`src/rtl/alu_cmd_sequencer.sv`:
```
// Three-address ALU command sequencer: decodes packed commands, reads operands from a
// local register file, drives an external ALU via start/done and writes the result back.
module alu_cmd_sequencer #(
    parameter int DATA_W = 32,
    parameter int ADDR_W = 3,
    parameter int OP_W   = 3,
    parameter int CNT_W  = 16
) (
    input  logic                       clk,
    input  logic                       rst_n,
    input  logic                       cmd_valid,
    output logic                       cmd_ready,
    input  logic [OP_W+3*ADDR_W-1:0]   cmd,
    output logic [OP_W-1:0]            alu_op_code,
    output logic [DATA_W-1:0]          alu_a,
    output logic [DATA_W-1:0]          alu_b,
    output logic                       alu_start,
    input  logic                       alu_done,
    input  logic [DATA_W-1:0]          alu_result,
    input  logic                       ld_valid,
    input  logic [ADDR_W-1:0]          ld_addr,
    input  logic [DATA_W-1:0]          ld_data,
    input  logic [ADDR_W-1:0]          rd_addr,
    output logic [DATA_W-1:0]          rd_data,
    output logic                       busy,
    output logic [CNT_W-1:0]           exec_count,
    output logic [CNT_W-1:0]           nop_count
);
    localparam int CMD_W = OP_W + 3*ADDR_W;
    localparam int DEPTH = 1 << ADDR_W;

    localparam logic [1:0] ST_IDLE  = 2'd0;
    localparam logic [1:0] ST_ISSUE = 2'd1;
    localparam logic [1:0] ST_WAIT  = 2'd2;
    localparam logic [1:0] ST_WB    = 2'd3;

    localparam logic [OP_W-1:0] OP_NOT = OP_W'(4);

    logic [1:0]        state;
    logic [DATA_W-1:0] mem [DEPTH];
    logic [ADDR_W-1:0] dst;
    logic [DATA_W-1:0] result;

    logic [OP_W-1:0]   cmd_op;
    logic [ADDR_W-1:0] cmd_a1;
    logic [ADDR_W-1:0] cmd_a2;
    logic [ADDR_W-1:0] cmd_a3;
    logic              cmd_is_alu;
    logic              accept;

    assign cmd_op     = cmd[CMD_W-1 -: OP_W];
    assign cmd_a1     = cmd[3*ADDR_W-1 -: ADDR_W];
    assign cmd_a2     = cmd[2*ADDR_W-1 -: ADDR_W];
    assign cmd_a3     = cmd[ADDR_W-1:0];
    assign cmd_is_alu = (cmd_op <= OP_NOT);

    assign cmd_ready  = rst_n && (state == ST_IDLE);
    assign accept     = cmd_valid && cmd_ready;
    assign alu_start  = (state == ST_ISSUE);
    assign busy       = (state != ST_IDLE);
    assign rd_data    = mem[rd_addr];

    // Operands are captured at accept so later loads or write-backs cannot disturb them;
    // a done arriving during ISSUE is taken immediately to support zero-latency ALUs.
    always_ff @(posedge clk) begin
        if (!rst_n) begin
            state       <= ST_IDLE;
            alu_op_code <= '1;
            alu_a       <= '0;
            alu_b       <= '0;
            dst         <= '0;
            result      <= '0;
            exec_count  <= '0;
            nop_count   <= '0;
        end else begin
            case (state)
                ST_IDLE: begin
                    if (accept) begin
                        if (cmd_is_alu) begin
                            state       <= ST_ISSUE;
                            alu_op_code <= cmd_op;
                            dst         <= cmd_a3;
                            alu_a       <= mem[cmd_a1];
                            alu_b       <= (cmd_op == OP_NOT) ? '0 : mem[cmd_a2];
                        end else begin
                            nop_count <= nop_count + CNT_W'(1);
                        end
                    end
                end
                ST_ISSUE: begin
                    if (alu_done) begin
                        result <= alu_result;
                        state  <= ST_WB;
                    end else begin
                        state  <= ST_WAIT;
                    end
                end
                ST_WAIT: begin
                    if (alu_done) begin
                        result <= alu_result;
                        state  <= ST_WB;
                    end
                end
                ST_WB: begin
                    exec_count  <= exec_count + CNT_W'(1);
                    alu_op_code <= '1;
                    state       <= ST_IDLE;
                end
            endcase
        end
    end

    // Write-back is the later assignment so it wins over a host load to the same address.
    always_ff @(posedge clk) begin
        if (!rst_n) begin
            for (int i = 0; i < DEPTH; i++) begin
                mem[i] <= '0;
            end
        end else begin
            if (ld_valid) begin
                mem[ld_addr] <= ld_data;
            end
            if (state == ST_WB) begin
                mem[dst] <= result;
            end
        end
    end

endmodule

```
`config.mk`:
```
export PLATFORM = sky130hd
export DESIGN_NAME = alu_cmd_sequencer
export DESIGN_NICKNAME = d
export VERILOG_FILES = /design/src/rtl/alu_cmd_sequencer.sv
export SDC_FILE = /design/constraint.sdc
export NUM_CORES = 1
export LEC_CHECK = 0
export CAP_MARGIN = 20
export CELL_PAD_IN_SITES_DETAIL_PLACEMENT = 2
export CELL_PAD_IN_SITES_GLOBAL_PLACEMENT = 2
export CORE_ASPECT_RATIO = 0.6
export CORE_UTILIZATION = 25
export DETAILED_ROUTE_END_ITERATION = 8
export PLACE_DENSITY = 0.52
export SYNTH_ARGS = -nofsm -noshare
export SYNTH_HDL_FRONTEND = slang
export SYNTH_SLANG_ARGS = --single-unit
```
`constraint.sdc`:
```
create_clock -name clk -period 4.8 [get_ports clk]
set_input_delay 1.44 -clock clk [delete_from_list [all_inputs] [get_ports clk]]
set_output_delay 1.44 -clock clk [all_outputs]
set_load 0.02 [all_outputs]
```
==> results of run 1 <==
-- routing by layer --
| metal | wire [um] | up-vias | track usage [%] | part of all wire, % |
|---|---|---|---|---|
| li1 | - | 6610 | - | - |
| met1 | 43010 | 8696 | 30.99 | 47 |
| met2 | 42120 | 530 | 34.15 | 46 |
| met3 | 4873 | 105 | 3.549 | 5.3 |
| met4 | 1482 | 4 | 4.495 | 1.6 |
| met5 | 28 | - | 0 | 0.031 |
-- placed cells by master (no fill, tap or decap), types with 14 or more instances in the layout --
cell type and n:
a21oi_1 48, a221o_1 31, a22o_1 256, and3_1 33, buf_12 19, buf_4 65, clkbuf_1 14, clkbuf_16 46
clkdlybuf4s50_1 212, dfxtp_1 136, edfxtp_1 256, mux2_2 32, mux4_2 190, nand2_1 91, nor2_1 62, nor2_4 16
o21ai_0 42, o22ai_1 35, xnor2_1 16
-- cells by family after synthesis --
kind of cell	Yosys count
AND/OR/NAND/NOR	274
XOR/XNOR	21
multiplexers	225
flip-flops	392
AO/OA/AOI/OAI	424
adder cells (fa/ha/maj)	7
buffers and inverters	218
-- sequential cells by signal, summed over array words and instances (netlist names) --
register / cells
alu_b: 32
alu_op_code: 3
state: 2
dst: 3
mem: 256
nop_count: 16
exec_count: 16
alu_a: 32
result: 32
-- report_power, final --
group / leakage (nW) / switching, mW / total, mW / internal (mW)
clock network: 0.711 / 1.52 / 3.55 / 2.03
registers: 3.60 / 0.338 / 4.21 / 3.87
logic: 4.42 / 1.05 / 1.86 / 0.807
total: 8.73 / 2.91 / 9.62 / 6.71
-- per-stage QoR --
step	util (%)	instances	power (mW)	setup WS [ps]	hold WS [ps]
after detailed placement	29.91	2734	6.166	75.05	477.0
after CTS	31.69	2816	9.755	67.16	490.5
after global routing	31.69	2817	10.01	11.58	497.1
after floorplan	-	1561	5.193	566.5	444.5
after global placement	29.91	2734	6.123	82.19	463.5
final	31.69	2817	9.619	74.84	482.5
-- worst paths after layout --
path	from	cells past startpoint	end
setup / recovery	rd_addr[0]	6	rd_data[16]
hold / removal	alu_b[0]	1	alu_b[0]
setup reg to reg	state[1]	5	mem[0][17]
hold reg to reg	alu_b[0]	1	alu_b[0]
-- layout make-up --
cell class	instances	area share (%)
Sequential cell	392	40.07
Multi-Input combinational cell	951	37.35
Timing Repair Buffer	301	11.61
Tap cell	1079	5.196
Clock buffer	67	5.003
Clock inverter	15	0.6068
Inverter	11	0.1589
Antenna cell	1	0.009631
-- worst max-delay path: stages --
cell             delay, ps
buf_4                  130
buf_12                 170
buf_4                  190
mux4_2                 510
mux2_2                 290
clkdlybuf4s50_1        550
==> results.md, run 1 <==
- Outcome: complete, no violations
- Initial drt markers: around 1,500
- Area Growth Syn to Fin: 24.74%
- Post-DR vias/cell: 5.660
- Core Area: 81,990 sq um
- Compound-gate portion of the synthesized area: ~16%
- Arr. time, crit path: about 3300 ps
- Initial antenna violation count: 3
- Layout cells sized above 1: roughly 23%
- Final Hold Vio Count: 0
- Vias: approximately 16,000
- Commonest cells in the netlist: 256 x a22o_1, 256 x edfxtp_1, 190 x mux4_2, 136 x dfxtp_1, 114 x clkbuf_1
- Post-synth top flop: edfxtp_1
- Yosys top cell area share: about 37%
- Post-route cell area: roughly 26,000 sq um
- Avg WL per Cell: 32.48 um
- FFs w/ async S/R, synth: 0%
- Simple logic cell fraction of the synthesized area: under 10%
- Final setup viols: 0
- CTS Root Cell: clkbuf_16
- HPWL Detailed: just under 60 mm
- Total routed wirelength: slightly above 90 mm
- Row count: 81
- Die H: 225.6 um
- First-pass GRT wire length: between 100 and 150 mm
- Fillcell total: 8,386
- Cell taking the most area after synthesis: edfxtp_1
- Largest family of logic cells by synthesized area: multiplexers
- Synth cell types: 47
- Clock buffer depth: 3
- Power Density: approximately 370 nW/um^2
- F_max: 211.6 MHz
- Lkg Pwr: between 8 and 9 nW
- Vias in the first global route: about 17,000
- Global Route Usage Sum: 21.58%
- Max Clock Skew: between 20 and 30 ps
- Yosys reg bits: between 300 and 400
- Post-cts sizing count: 0
- Syn Inst Count: between 1,500 and 2,000
- GP Congestion: ~0.8
- Setup bufs post-CTS: 0
- Worst Tran Pin Value: slightly above 900 ps
- Hold Path Class: register to register
- Max rail drop VDD: between 0.2 and 0.25 mV
- Max-slew violation count: 0
- Clock latency on the worst-skew pair: 610 ps
- Pre-antenna DRT Iters: 5
- Count of input and output buffers: 220
- Hold_buf cts: 0
- Tcrit/Tclk final: slightly below 100%
- Syn avg cell area: about 13 sq um
- Adder-cell area share of the yosys netlist: less than 1%
- Post-synthesis mux area share: ~22%
- Pin count of the biggest net entering global routing: between 60 and 70
- # IOs: roughly 220
- Multi-input logic area: between 9000 and 10,000 sq um
- Critical Path End Type: output pin
- Clock transition at the registers of the reported paths: around 60 ps
- RSZ-0062 raised after global routing: no
- Total clock sinks: 392
- FF/Latch Area: ~10,000 sq um
- Top cells by area, synth: edfxtp_1 37%, mux4_2 21%, dfxtp_1 13%
- CTS Buf Count: 44
- Max-Slew Margin vs Limit: 39.23%
- Final min period: 4725 ps
- Worst-path fanout max: 9
- Area after DPL: 24,520 sq um
- Synth warn: 0
- Post-synth net total: around 1,700
- Startpoint type of the worst setup path: input pin
- DR DRC count: 0
- Final ANT Viol Nets: 0
- Die area: 84,520 sq um
- GRT overflow: 0
- TritonCTS clock tree: yes
- Post-synth EDFFs: 256
- Crit Path Category: input pin to output pin
- Synth Area in XOR/XNOR: less than 1%
- Area of the mapped netlist: 20,830 sq um
- Max-cap violation count: 0
- Setup slack, reg-to-reg: approximately 2100 ps
- Nets: roughly 1,800
- Register area share after synthesis: 49.98%
- Starting Density: between 20 and 30%
- WP data required: approximately 3400 ps
- Die width: approximately 370 um
- Setup TNS: 0 ps
- CTS H-tree lvls: 2
No activity file was read; power rests on OpenSTA's default activity.
==> inputs of run 2 (changes only) <==
--- a/config.mk
+++ b/config.mk
@@ -11,7 +11,8 @@
 export CORE_ASPECT_RATIO = 0.6
 export CORE_UTILIZATION = 25
 export DETAILED_ROUTE_END_ITERATION = 8
-export PLACE_DENSITY = 0.52
+export PLACE_DENSITY = 0.53
+export SLEW_MARGIN = 20
 export SYNTH_ARGS = -nofsm -noshare
 export SYNTH_HDL_FRONTEND = slang
 export SYNTH_SLANG_ARGS = --single-unit
==> constraint.sdc (replaced) <==
create_clock -name clk -period 5.2 [get_ports clk]
set_input_delay 1.56 -clock clk [delete_from_list [all_inputs] [get_ports clk]]
set_output_delay 1.56 -clock clk [all_outputs]
set_load 0.02 [all_outputs]
==> run 2 against run 1 <==
- sequential share of layout area up 0.23 points
- die area unchanged
- sequential cell count unchanged
- utilization down 0.18 points
- sequential power down 7.8%
- critical path depth down 1
- largest power group unchanged
- register-to-register slack better by 90 ps
- critical path type unchanged
- global-route usage down 0.29 points
==> results.md, run 2 (synthesis gave the netlist of run 1 again) <==
- Outcome: complete, no violations
- Initial drt markers: roughly 1,400
- Worst reg2reg endpoint: mem[1][26]
- Min Hold Slack: approximately 470 ps
- Tcrit/Tclk final: a little over nine tenths
- Count of input and output buffers: 220
- Power Density: 340.9 nW/um^2
- Core Area: 81,990 sq um
- Top sig layer: met5
- Pre-antenna DRT Iters: 5
- Area Growth Syn to Fin: 24.02%
- Most flops, register: mem
- Startpoint type of the worst setup path: input pin
- Area after DPL: ~24,000 sq um
- Max reg flops: about 260
- Tot Pwr: roughly 9 mW
- Critical Path End Type: output pin
- Max Clock Skew: around 28 ps
- Global Route Usage Sum: between 20% and 30%
- DRT met1 WL: 42.16 mm
- Pin count of the biggest net entering global routing: about 40
- Max-Slew Margin vs Limit: a little over a fifth
- Post-cts sizing count: 0
- Setup TNS: 0 ps
- Worst Tran Pin Value: between 1000 and 1500 ps
- Initial antenna violation count: 4
- Final ANT Viol Nets: 0
- Crit Path Category: input pin to output pin
- CTS H-tree lvls: 2
- Worst r2r path cells: 6
- HPWL Detailed: between 50 and 60 mm
- Setup slack, reg-to-reg: between 2000 and 2500 ps
- Hold Path Class: register to register
- Clock latency on the worst-skew pair: roughly 600 ps
- Worst Setup SP: rd_addr[0]
- Critical Path Sink: rd_data[0]
- F_max: 201.0 MHz
- Lkg Pwr: roughly 8.7 nW
- GRT overflow: 0
- Nets: about 1,800
- Max rail drop VDD: 0.1960 mV
- Avg WL per Cell: between 30 and 40 um
- Vias: between 15,000 and 20,000
- Worst-path fanout max: 16
- Fillcell total: roughly 8,400
- Post-route cell area: 25,830 sq um
- Die H: between 200 and 250 um
- Starting Density: roughly 25%
- Arr. time, crit path: 3410 ps
- Clock buffer depth: 3
- CTS Root Cell: clkbuf_16
- Die width: between 300 and 400 um
- WP data required: 3640 ps
- First-pass GRT wire length: between 100 and 150 mm
- Final min period: 4975 ps
- Total routed wirelength: 90.51 mm
- DR DRC count: 0
- RSZ-0062 raised after global routing: no
- Layout cells sized above 1: 22.54%
- Die area: 84,520 sq um
- Total clock sinks: just under 400
- # IOs: roughly 220
- Max-cap violation count: 0
- Reg2reg start: state[0]
- Metal2 WL: slightly above 40 mm
- DR WL met3: about 5.7 mm
- Most frequent cells in the layout: 256 x a22o_1, 256 x edfxtp_1, 212 x clkdlybuf4s50_1
- TritonCTS clock tree: yes
- Final Hold Vio Count: 0
- Core Util, Final: 31.51%
- Clock transition at the registers of the reported paths: approximately 50 ps
- GP Congestion: between 0.7 and 0.8
- Post-DR vias/cell: between 5 and 6
- Vias in the first global route: 17,033
- Max-slew violation count: 0
- Hold_buf cts: 0
- Final setup viols: 0
- CTS Buf Count: 45
- Setup bufs post-CTS: 0
- Row count: between 80 and 90
==> run 2: how the worst min path moves through the flow <==
stage / slack (ps) / startpoint / endpoint / cells after the start
after CTS: 480 / dst[2] / dst[2] / 2
after global placement: 460 / nop_count[15] / nop_count[15] / 1
after floorplan: 440 / dst[2] / dst[2] / 2
after detailed placement: 470 / dst[2] / dst[2] / 2
after global routing: 510 / alu_b[7] / alu_b[7] / 1
final: 470 / nop_count[15] / nop_count[15] / 1
==> run 2: layout make-up <==
cell class / count / area [sq um] / share of cell area (%)
Antenna cell: 4 / 10.01 / 0.03875
Clock inverter: 20 / 181.4 / 0.7023
Tap cell: 1079 / 1350 / 5.226
Timing Repair Buffer: 298 / 2934 / 11.36
Multi-Input combinational cell: 951 / 9671 / 37.44
Clock buffer: 63 / 1235 / 4.781
Inverter: 11 / 41.29 / 0.1598
Sequential cell: 392 / 10410 / 40.30
==> run 2: metrics by stage <==
stage               instances  setup slack, ps
floorplan                1561            726.5
global placement         2730            236.6
detailed placement       2730            211.5
CTS                      2813            201.4
global route             2815            162.5
finish                   2818            225.1
==> run 2: layer usage <==
layer / up-vias / global-route usage (%)
met3: 122 / 4.067
met5: - / 0
li1: 6614 / -
met2: 630 / 33.14
met1: 8522 / 30.38
met4: 2 / 5.196
==> run 2: power by group <==
group / internal [mW] / total [mW] / switching [mW]
sequential: 3.57 / 3.88 / 0.309
clock: 1.81 / 3.21 / 1.41
combinational: 0.737 / 1.71 / 0.972
total: 6.12 / 8.81 / 2.69
==> run 2: worst max-delay path, stage by stage <==
cell             delay, ps
buf_4                  170
buf_12                 230
mux4_2                 530
mux2_2                 340
clkdlybuf4s50_1        560
==> RTL edit 1 (config.mk and constraints of run 2) <==
Change the parameter `CNT_W` from 16 to 32.
--- a/src/rtl/alu_cmd_sequencer.sv
+++ b/src/rtl/alu_cmd_sequencer.sv
@@ -4,7 +4,7 @@
     parameter int DATA_W = 32,
     parameter int ADDR_W = 3,
     parameter int OP_W   = 3,
-    parameter int CNT_W  = 16
+    parameter int CNT_W  = 32
 ) (
     input  logic                       clk,
     input  logic                       rst_n,
Ports: changed (resized exec_count and nop_count); port bits go from 221 to 253. No check against the original RTL was run, so the function may have changed too.
==> RTL edit 1 against run 2 <==
Area after synthesis grew 8.1%; total power grew 8.8%; utilization is 0.45 points higher; critical path depth did not move; global-route usage down 0.59 points; via count up 7.0%; first-iteration DRC count fell by 19%; setup slack got worse by 0.050 ns; cell area increased by 9.3%; sequential cell count up 32; routed wire length grew 5.3%; highest routed layer unchanged.
==> RTL edit 1: results (changes against run 2) <==
Outcome:
- The run finished with clean final reports.

Critical path:
- The arrival time at the worst endpoint is 3.46 ns (+0.05 ns).
- The startpoint identified for the worst register-to-register timing path is state[1]$_SDFFE_PN0P_.
- The maximum fanout along the worst path is 24 (+8).

Global route:
- The total routing resource utilization after global routing is 20.7% (-0.59 points).
- The largest net degree at the start of global routing is 56 (+37%).
- The number of global-route vias before repair was 18100 (+6.2%).
- The wire length of the first global-routing pass came to 136 mm (+5.8%).

Clock network:
- The total clock sinks is 424 (+8.2%).
- The clock latency on the worst-skew pair is 0.63 ns (+0.03 ns).

Finish:
- The non-clock inverter total of the final layout is 9 (-2).
- The buffer count excluding the clock tree in the final layout is 315 (+5.7%).
- The share of post-route cells with drive strength above 1 is 21.1% (-1.4 points).
- The fraction of cell area in non-clock buffers is 11.3% (-0.089 points).
- The footprint of the multi-input gates is 0.0107 mm² (+11%).
- The number of diodes added for antenna fixing is 3 (-1).

Pwr:
- The switching fraction of total power came to 29.8% (-0.74 points).
- The highest ir drop seen on vdd was 242 µV (+23%).

Timing:
- The slew at the pin with the worst max-slew slack came to 1.07 ns (-0.113 ns).

Placement:
- The global placement routability congestion is 0.773 (-1.8%).
- The post-placement cell count came to 3060 (+12%).
- The pre-CTS worst setup slack is 0.177 ns (-0.0348 ns).
- The cell area after placement was 0.0265 mm² (+8.7%).
- The detailed placer's ending HPWL was 61.7 mm (+5.1%).

Synthesis:
- By area the synthesized netlist is led by edfxtp_1 (34%), mux4_2 (19%), dfxtp_1 (15%).
- The sequential area share after synthesis came to 49.1% (-0.91 points).
- The instance count of the mapped netlist is 1750 (+12%).
- The synthesized area divided by synthesized cell count was 12.9 µm² (-3.5%).

Route:
- The routed length on met2 is 43.8 mm (+7.8%).
==> RTL edit 1: changes by cell type after synthesis, moves of 31 or more <==
cell,before,now
a221o_1,31,0
mux2i_1,3,66
o21ai_0,42,73
dfxtp_1,136,168
nand2_1,91,142
o22ai_1,35,3
==> RTL edit 1: path summary, 6_finish.rpt <==
path / end / slack [ns] / depth (start not counted)
hold / removal: alu_b[2]$_SDFFE_PN0P_ / 0.45 / 2
hold reg to reg: alu_b[2]$_SDFFE_PN0P_ / 0.45 / 2
setup reg to reg: mem[3][30]$_DFFE_PP_ / 2.26 / 5
setup / recovery: rd_data[10] / 0.18 / 5
==> RTL edit 1: cells by family (layout without fill, tap and decap cells) <==
kind of cell | Yosys count | count (layout) | synth area share (%)
fa+ha+maj | 7 | 7 | 0.389
buf+inv | 218 | 416 | 3.81
compound gates | 419 | 419 | 13.7
other cells | 0 | 3 | 0
xor+xnor | 52 | 52 | 2.02
mux | 290 | 290 | 23.7
flops | 424 | 424 | 49.1
simple gates | 340 | 340 | 7.29
==> RTL edit 2 (config.mk and constraints of run 2) <==
Without the edit above. Register the output `exec_count` once more, cleared by the reset; this adds one clock of latency there. The other outputs are not delayed to match.
--- a/src/rtl/alu_cmd_sequencer.sv
+++ b/src/rtl/alu_cmd_sequencer.sv
@@ -36,6 +36,8 @@
 
     localparam logic [OP_W-1:0] OP_NOT = OP_W'(4);
 
+    logic [CNT_W-1:0] exec_count_s0;
+
     logic [1:0]        state;
     logic [DATA_W-1:0] mem [DEPTH];
     logic [ADDR_W-1:0] dst;
@@ -70,7 +72,7 @@
             alu_b       <= '0;
             dst         <= '0;
             result      <= '0;
-            exec_count  <= '0;
+            exec_count_s0 <= '0;
             nop_count   <= '0;
         end else begin
             case (state)
@@ -102,7 +104,7 @@
                     end
                 end
                 ST_WB: begin
-                    exec_count  <= exec_count + CNT_W'(1);
+                    exec_count_s0 <= exec_count_s0 + CNT_W'(1);
                     alu_op_code <= '1;
                     state       <= ST_IDLE;
                 end
@@ -126,5 +128,13 @@
         end
     end
 
+    always_ff @(posedge clk) begin
+        if (!rst_n) begin
+            exec_count <= '0;
+        end else begin
+            exec_count <= exec_count_s0;
+        end
+    end
+
 endmodule
 
Check against the original RTL: not equivalent (Yosys sat finds a counterexample within 4 cycles, from zero or initial values and one cycle with rst_n low).
==> RTL edit 2 against run 2 <==
Area after synthesis increased by 2.1%; via count up 0.60%; setup slack got worse by 0.13 ns; count of clock-buffer cells in the layout shrank 7; total power up 4.7%; cell area rose by 2.6%; sequential cell count up 16; register-to-register slack gained 0.08 ns; routed wire length up 2.6%; sequential share of layout area rose by 0.18 points; die area grew 2.1%; critical path depth did not move; first-iteration DRC count is 7.0% higher; critical endpoint is now rd_data[20]; largest cell class unchanged.
==> RTL edit 2: results (changes against run 2) <==
Timing:
- The worst clock skew on the final layout is 0.0177 ns (-0.0100 ns).
- The minimum hold slack is 0.486 ns (+0.0138 ns).
- The maximum operating frequency is 196 MHz (-2.6%).

Global route:
- The number of global-route vias before repair came to 17500 (+2.6%).
- The wire length of the first global-routing pass was 133 mm (+3.1%).
- The largest net degree at the start of global routing is 45 (+9.8%).

Synthesis:
- The synthesized area divided by synthesized cell count was 13.3 µm² (-0.17%).
- The commonest cells after synthesis are a22o_1 (256), edfxtp_1 (256), mux4_2 (190), dfxtp_1 (152), clkbuf_1 (114).
- The post-synth net total came to 1691 (+2.2%).

Placement:
- The post-placement cell count is 2817 (+3.2%).
- The pre-CTS worst setup slack is 0.0925 ns (-0.119 ns).
- The cell area after placement is 0.0249 mm² (+2.1%).
- The detailed placer's ending HPWL is 58.8 mm (+0.20%).
- The global placement routability congestion is 0.783 (-0.41%).

Outcome:
- The flow ran to the end, and the final reports show no timing, DRC or antenna violations.

Finish:
- The relative area of clock buffers and inverters in the final design came to 5.97% (+0.49 points).
- The buffer count excluding the clock tree in the final layout is 295 (-1.0%).
- The net count of the finished layout came to 1826 (+1.8%).
- The multi-input gate count came to 972 (+2.2%).
- The footprint of the multi-input gates was 0.00983 mm² (+1.7%).
- The total of clock buffers placed in the layout came to 56 (-11%).

Route:
- The detailed-route vias per instance is 5.50 (-2.5%).
- The number of design-rule violations left by the first detailed-router iteration is 1449 (+7.0%).
- The average wire per cell in the routed design came to 32.0 µm (-0.50%).
- The aggregate routed wire length is 92.9 mm (+2.6%).

Critical path:
- The critical path endpoint is rd_data[20].
==> RTL edit 2: changes by cell type in the layout (fill, tap and decap cells not counted), sizes merged, moves of 3 or more <==
cell    before  now
nand3       12   15
xnor2       16   12
clkinv      15   20
and2         1   17
dfxtp      136  152
nor4         9    4
clkbuf      63   56
==> RTL edit 2: report_power, final <==
group          internal [W]  switching [W]
Combinational      0.000731       0.000975
Sequential          0.00370       0.000309
Clock               0.00199        0.00152
Total               0.00642        0.00280
==> RTL edit 2: kinds of logic after synthesis <==
logic type	count (synthesis)	synth area share, %
AO/OA/AOI/OAI	426	15.6
XOR/XNOR	19	0.782
adder cells (fa/ha/maj)	7	0.412
buffers and inverters	217	3.99
flip-flops	408	50.4
multiplexers	226	22.0
AND/OR/NAND/NOR	294	6.75
==> RTL edit 2: metal layers <==
layer | global-route usage (%) | part of all wire, %
met1 | 29.4 | 44
met2 | 34.4 | 47
met3 | 4.14 | 6.2
met4 | 6.59 | 2.6
met5 | 0 | 0.042
